`config.mk`:
```
export PLATFORM = sky130hd
export DESIGN_NAME = latticehx1k_clkgen
export DESIGN_NICKNAME = d
export VERILOG_FILES = /design/src/rtl/latticehx1k_clkgen.sv
export SDC_FILE = /design/constraint.sdc
export NUM_CORES = 1
export LEC_CHECK = 0
export BUFFER_PORTS_ARGS = -buffer_cell sky130_fd_sc_hd__buf_4
export CAP_MARGIN = 20
export CORE_UTILIZATION = 51
export DETAILED_ROUTE_END_ITERATION = 10
export GPL_ROUTABILITY_DRIVEN = 0
export PLACE_DENSITY = 0.67
export SETUP_SLACK_MARGIN = 0.2
export SLEW_MARGIN = 20
export SYNTH_ARGS = -nofsm -noshare
export SYNTH_HDL_FRONTEND = slang
export SYNTH_SLANG_ARGS = --single-unit
export TNS_END_PERCENT = 5
```
`constraint.sdc`:
```
create_clock -name clk -period 5.4 [get_ports clk]
set_input_delay 0.81 -clock clk [delete_from_list [all_inputs] [get_ports clk]]
set_output_delay 0.81 -clock clk [all_outputs]
set_load 0.02 [all_outputs]
```
`src/rtl/latticehx1k_clkgen.sv`:
```
// Purpose: gates the design on a settled PLL lock, drives a synchronous downstream reset and NUM_CH programmable clock-enable tick channels.
// Latency: ready/sys_rst_n rise 2+LOCK_SETTLE edges after lock is first sampled; first tick arrives div edges after a channel starts counting.
// Backpressure: none; divisor writes to a running channel wait for its next wrap so no period is truncated.
// Optional feature: define CLKGEN_LOCK_BYPASS_EN to ignore pll_lock and treat the PLL as always locked.
module latticehx1k_clkgen #(
   parameter int CLK_HZ      = 48_000_000,
   parameter int NUM_CH      = 4,
   parameter int DIV_W       = 24,
   parameter int LOCK_SETTLE = 1024,
   parameter int DEFAULT_DIV = CLK_HZ / 1000,
   localparam int CH_W       = (NUM_CH > 1) ? $clog2(NUM_CH) : 1
) (
   input  logic              clk,
   input  logic              rst_n,
   input  logic              pll_lock,
   input  logic              cfg_we,
   input  logic [CH_W-1:0]   cfg_ch,
   input  logic [DIV_W-1:0]  cfg_div,
   input  logic [NUM_CH-1:0] ch_en,
   output logic [NUM_CH-1:0] tick,
   output logic              ready,
   output logic              sys_rst_n
);

   localparam int SET_W = (LOCK_SETTLE > 1) ? $clog2(LOCK_SETTLE) : 1;
   localparam logic [SET_W-1:0] SET_LAST = SET_W'(LOCK_SETTLE - 1);
   localparam logic [DIV_W-1:0] DEF_DIV  = DIV_W'(DEFAULT_DIV);

   localparam logic [1:0] ST_WAIT_LOCK = 2'd0;
   localparam logic [1:0] ST_SETTLE    = 2'd1;
   localparam logic [1:0] ST_RUN       = 2'd2;

   logic                        lock_in;
   logic                        sync1_q, sync1_d;
   logic                        sync2_q, sync2_d;
   logic [1:0]                  state_q, state_d;
   logic [SET_W-1:0]            set_cnt_q, set_cnt_d;
   logic                        ready_q, ready_d;
   logic                        sys_rst_n_q, sys_rst_n_d;
   logic [NUM_CH-1:0]           tick_q, tick_d;
   logic [NUM_CH-1:0][DIV_W-1:0] cnt_q, cnt_d;
   logic [NUM_CH-1:0][DIV_W-1:0] div_q, div_d;
   logic [NUM_CH-1:0][DIV_W-1:0] pend_q, pend_d;
   logic [NUM_CH-1:0]           pend_vld_q, pend_vld_d;
   logic                        run_now, run_nxt;

`ifdef CLKGEN_LOCK_BYPASS_EN
   // The simulation PLL model never drives LOCK; feed a constant high through the synchroniser
   // so release still waits the synchroniser delay plus the settle interval after reset.
   logic unused_pll_lock;
   assign unused_pll_lock = pll_lock;
   assign lock_in         = 1'b1;
`else
   assign lock_in = pll_lock;
`endif

   // Two-flop synchroniser for the asynchronous lock input
   always_comb begin
      sync1_d = lock_in;
      sync2_d = sync1_q;
   end

   // Lock qualification FSM: wait for lock, require LOCK_SETTLE stable cycles, then run
   always_comb begin
      state_d   = state_q;
      set_cnt_d = '0;
      case (state_q)
         ST_WAIT_LOCK: begin
            if (sync2_q) state_d = ST_SETTLE;
         end
         ST_SETTLE: begin
            if (!sync2_q) begin
               state_d = ST_WAIT_LOCK;
            end else if (set_cnt_q == SET_LAST) begin
               state_d = ST_RUN;
            end else begin
               set_cnt_d = set_cnt_q + 1'b1;
            end
         end
         ST_RUN: begin
            if (!sync2_q) state_d = ST_WAIT_LOCK;
         end
         default: state_d = ST_WAIT_LOCK;
      endcase
   end

   assign run_now = (state_q == ST_RUN);
   assign run_nxt = (state_d == ST_RUN);

   // ready and the downstream reset follow the state being entered so they line up with RUN
   always_comb begin
      ready_d     = run_nxt;
      sys_rst_n_d = run_nxt;
   end

   // Per-channel counters, tick generation and wrap-aligned divisor updates
   always_comb begin
      cnt_d      = cnt_q;
      div_d      = div_q;
      pend_d     = pend_q;
      pend_vld_d = pend_vld_q;
      tick_d     = '0;
      for (int i = 0; i < NUM_CH; i++) begin
         logic wr, active, wrap;
         wr     = cfg_we && (32'(cfg_ch) == i);
         active = run_now && ch_en[i] && (div_q[i] != '0);
         wrap   = active && (cnt_q[i] == div_q[i] - DIV_W'(1));

         // Counter: idle channels and anything leaving RUN sit at zero
         if (!run_nxt || !active) begin
            cnt_d[i] = '0;
         end else if (wrap) begin
            cnt_d[i]  = '0;
            tick_d[i] = 1'b1;
         end else begin
            cnt_d[i] = cnt_q[i] + DIV_W'(1);
         end

         // Divisor: a running channel only changes period at a wrap; a write landing on
         // the wrap itself wins over an older pending value.
         if (active) begin
            if (wrap) begin
               if (wr) begin
                  div_d[i]      = cfg_div;
                  pend_vld_d[i] = 1'b0;
               end else if (pend_vld_q[i]) begin
                  div_d[i]      = pend_q[i];
                  pend_vld_d[i] = 1'b0;
               end
            end else if (wr) begin
               pend_d[i]     = cfg_div;
               pend_vld_d[i] = 1'b1;
            end
         end else begin
            // Counter is parked at zero, so a new value (or a leftover pending one) is safe now
            if (wr) begin
               div_d[i]      = cfg_div;
               pend_vld_d[i] = 1'b0;
            end else if (pend_vld_q[i]) begin
               div_d[i]      = pend_q[i];
               pend_vld_d[i] = 1'b0;
            end
         end
      end
   end

   // Control state registers with synchronous active-low reset
   always_ff @(posedge clk) begin
      if (!rst_n) begin
         sync1_q     <= 1'b0;
         sync2_q     <= 1'b0;
         state_q     <= ST_WAIT_LOCK;
         set_cnt_q   <= '0;
         ready_q     <= 1'b0;
         sys_rst_n_q <= 1'b0;
      end else begin
         sync1_q     <= sync1_d;
         sync2_q     <= sync2_d;
         state_q     <= state_d;
         set_cnt_q   <= set_cnt_d;
         ready_q     <= ready_d;
         sys_rst_n_q <= sys_rst_n_d;
      end
   end

   // Channel registers; divisors return to the default on reset
   always_ff @(posedge clk) begin
      if (!rst_n) begin
         tick_q     <= '0;
         cnt_q      <= '0;
         div_q      <= {NUM_CH{DEF_DIV}};
         pend_q     <= '0;
         pend_vld_q <= '0;
      end else begin
         tick_q     <= tick_d;
         cnt_q      <= cnt_d;
         div_q      <= div_d;
         pend_q     <= pend_d;
         pend_vld_q <= pend_vld_d;
      end
   end

   assign tick      = tick_q;
   assign ready     = ready_q;
   assign sys_rst_n = sys_rst_n_q;

endmodule

```
* Word-level counts from Yosys, hierarchy flattened
Index checks and enable logic that the tools add are counted.
** Word-level totals
- Register bits :: 311
- Input port bits :: 34
- Logic and storage cells :: 133
** Operators by class
- Add/subtract/negate cells :: 9
- Equality and inequality tests :: 15
- Muxes and demuxes :: 25
- Bitwise operators :: 11
- Reduce and logical (&&, ||, !) cells :: 48
** Operators with widths (count)
- 24-bit 2-to-1 mux :: 16
- 24-bit by 1-bit adder with 24-bit output, second input constant :: 4
- 24-bit equality test :: 4
- 24-bit nonzero test :: 4
- 24-bit by 1-bit subtractor with 24-bit output, second input constant :: 4
- 3-bit OR reduction :: 8
- 1-bit logical AND :: 16
- 3-bit AND reduction :: 4
- 1-bit inverter :: 11
- 10-bit by 1-bit adder with 10-bit output, second input constant :: 1
- 10-bit equality test, second input constant :: 1
- 2-bit equality test, second input constant :: 4
- 2-bit 2-to-1 mux :: 4
- 2-bit by 1-bit != test with 1-bit output, second input constant :: 4
- 2-bit OR reduction :: 4
- 2-bit case mux with 3 select lines :: 1
- 1-bit logical NOT :: 5
- 2-bit by 1-bit equality test with 1-bit output, second input constant :: 2
- 2-bit logical NOT :: 2
- 1-bit logical OR :: 4
- 1-bit 2-to-1 mux :: 4
- 4-bit OR reduction :: 1

* Depth between registers and ports, before layout
- Word-level depth :: 8
- Mapped depth :: 14

* Least setup slack after synthesis
Ideal clock, no wire load.
- Path type :: reg-to-reg
- Start point :: reg div_q[48] (netlist bit)
- End point :: reg div_q[60] (netlist bit)
- Library setup time :: 0.121 ns
- Arrival :: 3.285 ns
- Required time :: 5.279 ns
- Path slack :: 1.993 ns
- Stages on the path, launching flop included :: 15
- Buffers on the path :: 4
- Clock period less this slack :: 3.407 ns
- Cells stage by stage :: dfxtp_1 -> inv_1 -> ha_1 -> buf_2 -> nor4b_2 -> nand2_1 -> nor3_1 -> o21ai_0 -> or4b_1 -> or4_1 -> buf_2 -> a21o_1 -> buf_6 -> buf_6 -> mux2_4
** Between the ends
- Cells in the longest elaborated chain, start to end :: 4
** Ends and longest elaborated chain
- from (decl) :: line 42 : logic [NUM_CH-1:0][DIV_W-1:0] div_q, div_d;
- from (signal assigned) :: line 171 : div_q <= {NUM_CH{DEF_DIV}};
- from (signal assigned) :: line 177 : div_q <= div_d;
- 24-bit by 1-bit subtractor with 24-bit output / 24-bit nonzero test (equally long branches) :: line 107, 106
- 24-bit equality test / 1-bit logical AND (equally long branches) :: line 107, 106
- 1-bit logical AND :: line 107 : wrap = active && (cnt_q[i] == div_q[i] - DIV_W'(1));
- 2-bit by 1-bit != test with 1-bit output (no line)
Several ways; a longest one is shown, not always the timed one.
A chain may end at the register's enable or synchronous reset.

* Worst setup path after layout
- Start point :: reg div_q[48] (netlist bit)
- End point :: reg div_q[61] (netlist bit)
Same word-level chain as after synthesis.

==> qor.csv <==
metric,value,unit
final.period_utilization,0.785,
design_area,18300,sq um
max_freq,0.236,GHz
wl_met1,19800,um
final_antenna_net_count,0,
worst_hold_path_type,flip-flop to flip-flop,
num_rows,65,
synthFlopType,dfxtp_1,
utilization,0.575,
postSynthRegisterBits,311,
routed_wl,41900,um
timing.slew.headroom,0.247,
cts.reportedPaths.clkPinSlew,0.06,ns
path_delay_family,simple AND/OR/NAND/NOR gates,
critical_path_buf_inv_count,1,
syn-cell-area,16700,sq um
timing.critical_path.required,5.79,ns
number_of_antenna_cells_inserted,0,
syn-instance-count,1906,
hold-worst-slack,0.437,ns
met2_length,18900,um
tritoncts,yes,
dp.cells,2294,
number_of_maximum_capacitance_constraint_violations,0,
areaGrowthSynthToFinish,9.75,%
post_synth_num_cell_types,81,
cts_resized,0,
detailedRoute.firstPassIterationCount,5,
dpl-instance-area,17200,sq um
detail_route.iter0.violations,1058,
routed.top_layer,met4,
initial_antenna_violation_count,0,
power.density_cell_area,273,nW/um^2
vdd_drop_max,0.186,mV
initial_core_util,0.524,
async_reset_ff_frac,0,
route.detailed.drc,0,
cts_setup_buffers,0,
reg2regPathDepth,10,
num-nets-final,1943,
pin_count_of_the_biggest_net_entering_global_routing,86,
clk_path_buf_depth,3,
floorplan.die_area,33500,sq um
fp.coreArea,31900,sq um
post_route_cells_drive_above_1_share,0.105,
rsz0062_at_grt,false,
pre_cts_ws,1.21,ns
number_of_enable_type_register_cells_in_the_synthesized_netlist,0,
r2r_slack,1.16,ns
hold_fix_buffers_at_cts,0,
timing.final.setup_violations,0,
timing.final.max_slew_violations,0,
grt_first_pass_wirelength,66700,um
synth.yosys.warnings,0,
cp_max_stage_cell,or4_1,
numClockSinks,311,
io-pin-count,40,
fin_ws,1.16,ns
finish.cell_count_without_fillers,2351,
criticalPathCategory,flip-flop to flip-flop,
port-buffer-count,39,
layout.cells.most_common,dfxtp_1,
synth.yosys.seq_area_share,0.373,
via_count,13476,
final.setup.tns,0,ns
path_cells,"inv_1, ha_1, nor4b_2, nand2_1, nor3_1, o21ai_0, or4b_1, or4_1, a21o_1, mux2_4",
met3RoutedLength,2230,um
run_status,completed,
worst_setup_path_start_kind,flip-flop,
syn_avg_cell_area,8.76,sq um
vias_per_cell,5.73,
first_global_vias,12489,
die-height,183,um
timing.critical_path.slowest_cell_delay,0.86,ns
grt_use_total,0.248,
crit_path_max_fanout,24,
timing_worst_slew_pin_value,1.13,ns
cp-end-kind,flip-flop,
cts.htree.levels,2,
hold_path_depth,1,
cp_num_cells,10,
syn-num-nets,1953,
cts-buffers-inserted,35,
die_x,183,um
most_frequent_cells_in_the_layout,"dfxtp_1 (311), nand2_1 (252), nor2_1 (200), mux2i_1 (161)",
hpwlAfterDp,29700,um
min_period,4.24,ns
timing.critical_path.arrival,4.63,ns
clock_latency,0.52,ns
skew,0.0190,ns
final_hold_viol_count,0,
cellLeakagePower,6.56,nW
fin_total_pwr,5.01,mW
wl_per_cell,17.8,um
grt-ovfl-total,0,
root_buffer,clkbuf_16,
## cell type report
| type | count | area, sq um |
|---|---|---|
| inverters | 41 | 154 |
| repair buffers | 56 | 424 |
| flip-flops and latches | 311 | 6230 |
| well taps | 435 | 544 |
| clock inverters | 13 | 146 |
| fillers | 2929 | 13600 |
| multi-input cells | 1451 | 9870 |
| clock buffers | 44 | 960 |
## state kept, by name, indices dropped and copies added, names as in the netlist
| signal | flops |
|---|---|
| div_q | 96 |
| pend_q | 96 |
| sync2_q | 1 |
| sys_rst_n | 1 |
| sync1_q | 1 |
| set_cnt_q | 10 |
| pend_vld_q | 4 |
| state_q | 2 |
| cnt_q | 96 |
| tick | 4 |
## per-layer routing
layer,up-vias,global-route usage
met5,-,0
met1,6383,0.350
met3,60,0.0355
li1,6683,-
met2,350,0.392
met4,0,0.0713
## path summary, 6_finish.rpt
path	start	end
setup / recovery	div_q[48]	div_q[61]
hold / removal	state_q[1]	state_q[0]
setup reg to reg	div_q[48]	div_q[61]
hold reg to reg	state_q[1]	state_q[0]
## where the power goes
group	internal (mW)	total, mW	switching [mW]
clock network	1.39	2.33	0.932
logic	0.126	0.327	0.201
registers	2.32	2.35	0.0353
total	3.84	5.01	1.17
## Yosys cell counts (7+ instances only)
library cell | number | area, sq um
xnor2_1 | 106 | 928
nor4_1 | 32 | 200
o211ai_1 | 9 | 67.6
nor2b_1 | 17 | 106
a2bb2oi_1 | 9 | 78.8
o32a_1 | 7 | 70.1
dfxtp_1 | 311 | 6230
o22ai_2 | 15 | 188
or4_1 | 12 | 90.1
mux2_2 | 49 | 552
nand3_1 | 76 | 380
and2_1 | 10 | 62.6
or2_2 | 7 | 43.8
o31ai_1 | 9 | 67.6
and4_1 | 13 | 114
nor3b_1 | 7 | 52.6
and3_1 | 31 | 194
o2bb2ai_1 | 18 | 158
mux2i_1 | 161 | 1610
xor2_1 | 106 | 928
or3_1 | 17 | 106
buf_2 | 16 | 80.1
a211oi_1 | 43 | 323
nand4b_1 | 7 | 61.3
a21oi_1 | 22 | 110
nor3_1 | 43 | 215
o21ai_0 | 20 | 100
buf_6 | 8 | 90.1
nand2b_1 | 21 | 131
inv_1 | 40 | 150
nand4_1 | 27 | 169
ha_1 | 13 | 163
clkbuf_1 | 76 | 285
nand2_1 | 252 | 946
nor2_1 | 200 | 751
## cells by family (layout without fill, tap and decap cells)
group           count (synthesis)  after routing  share of synthesized area
xor+xnor                      214            214                      0.114
simple gates                  798            798                      0.232
compound gates                210            210                     0.0990
buf+inv                       144            154                     0.0376
fa+ha+maj                      13             13                    0.00974
mux                           216            216                      0.134
flops                         311            311                      0.373
(Power assumes the default switching activity.)
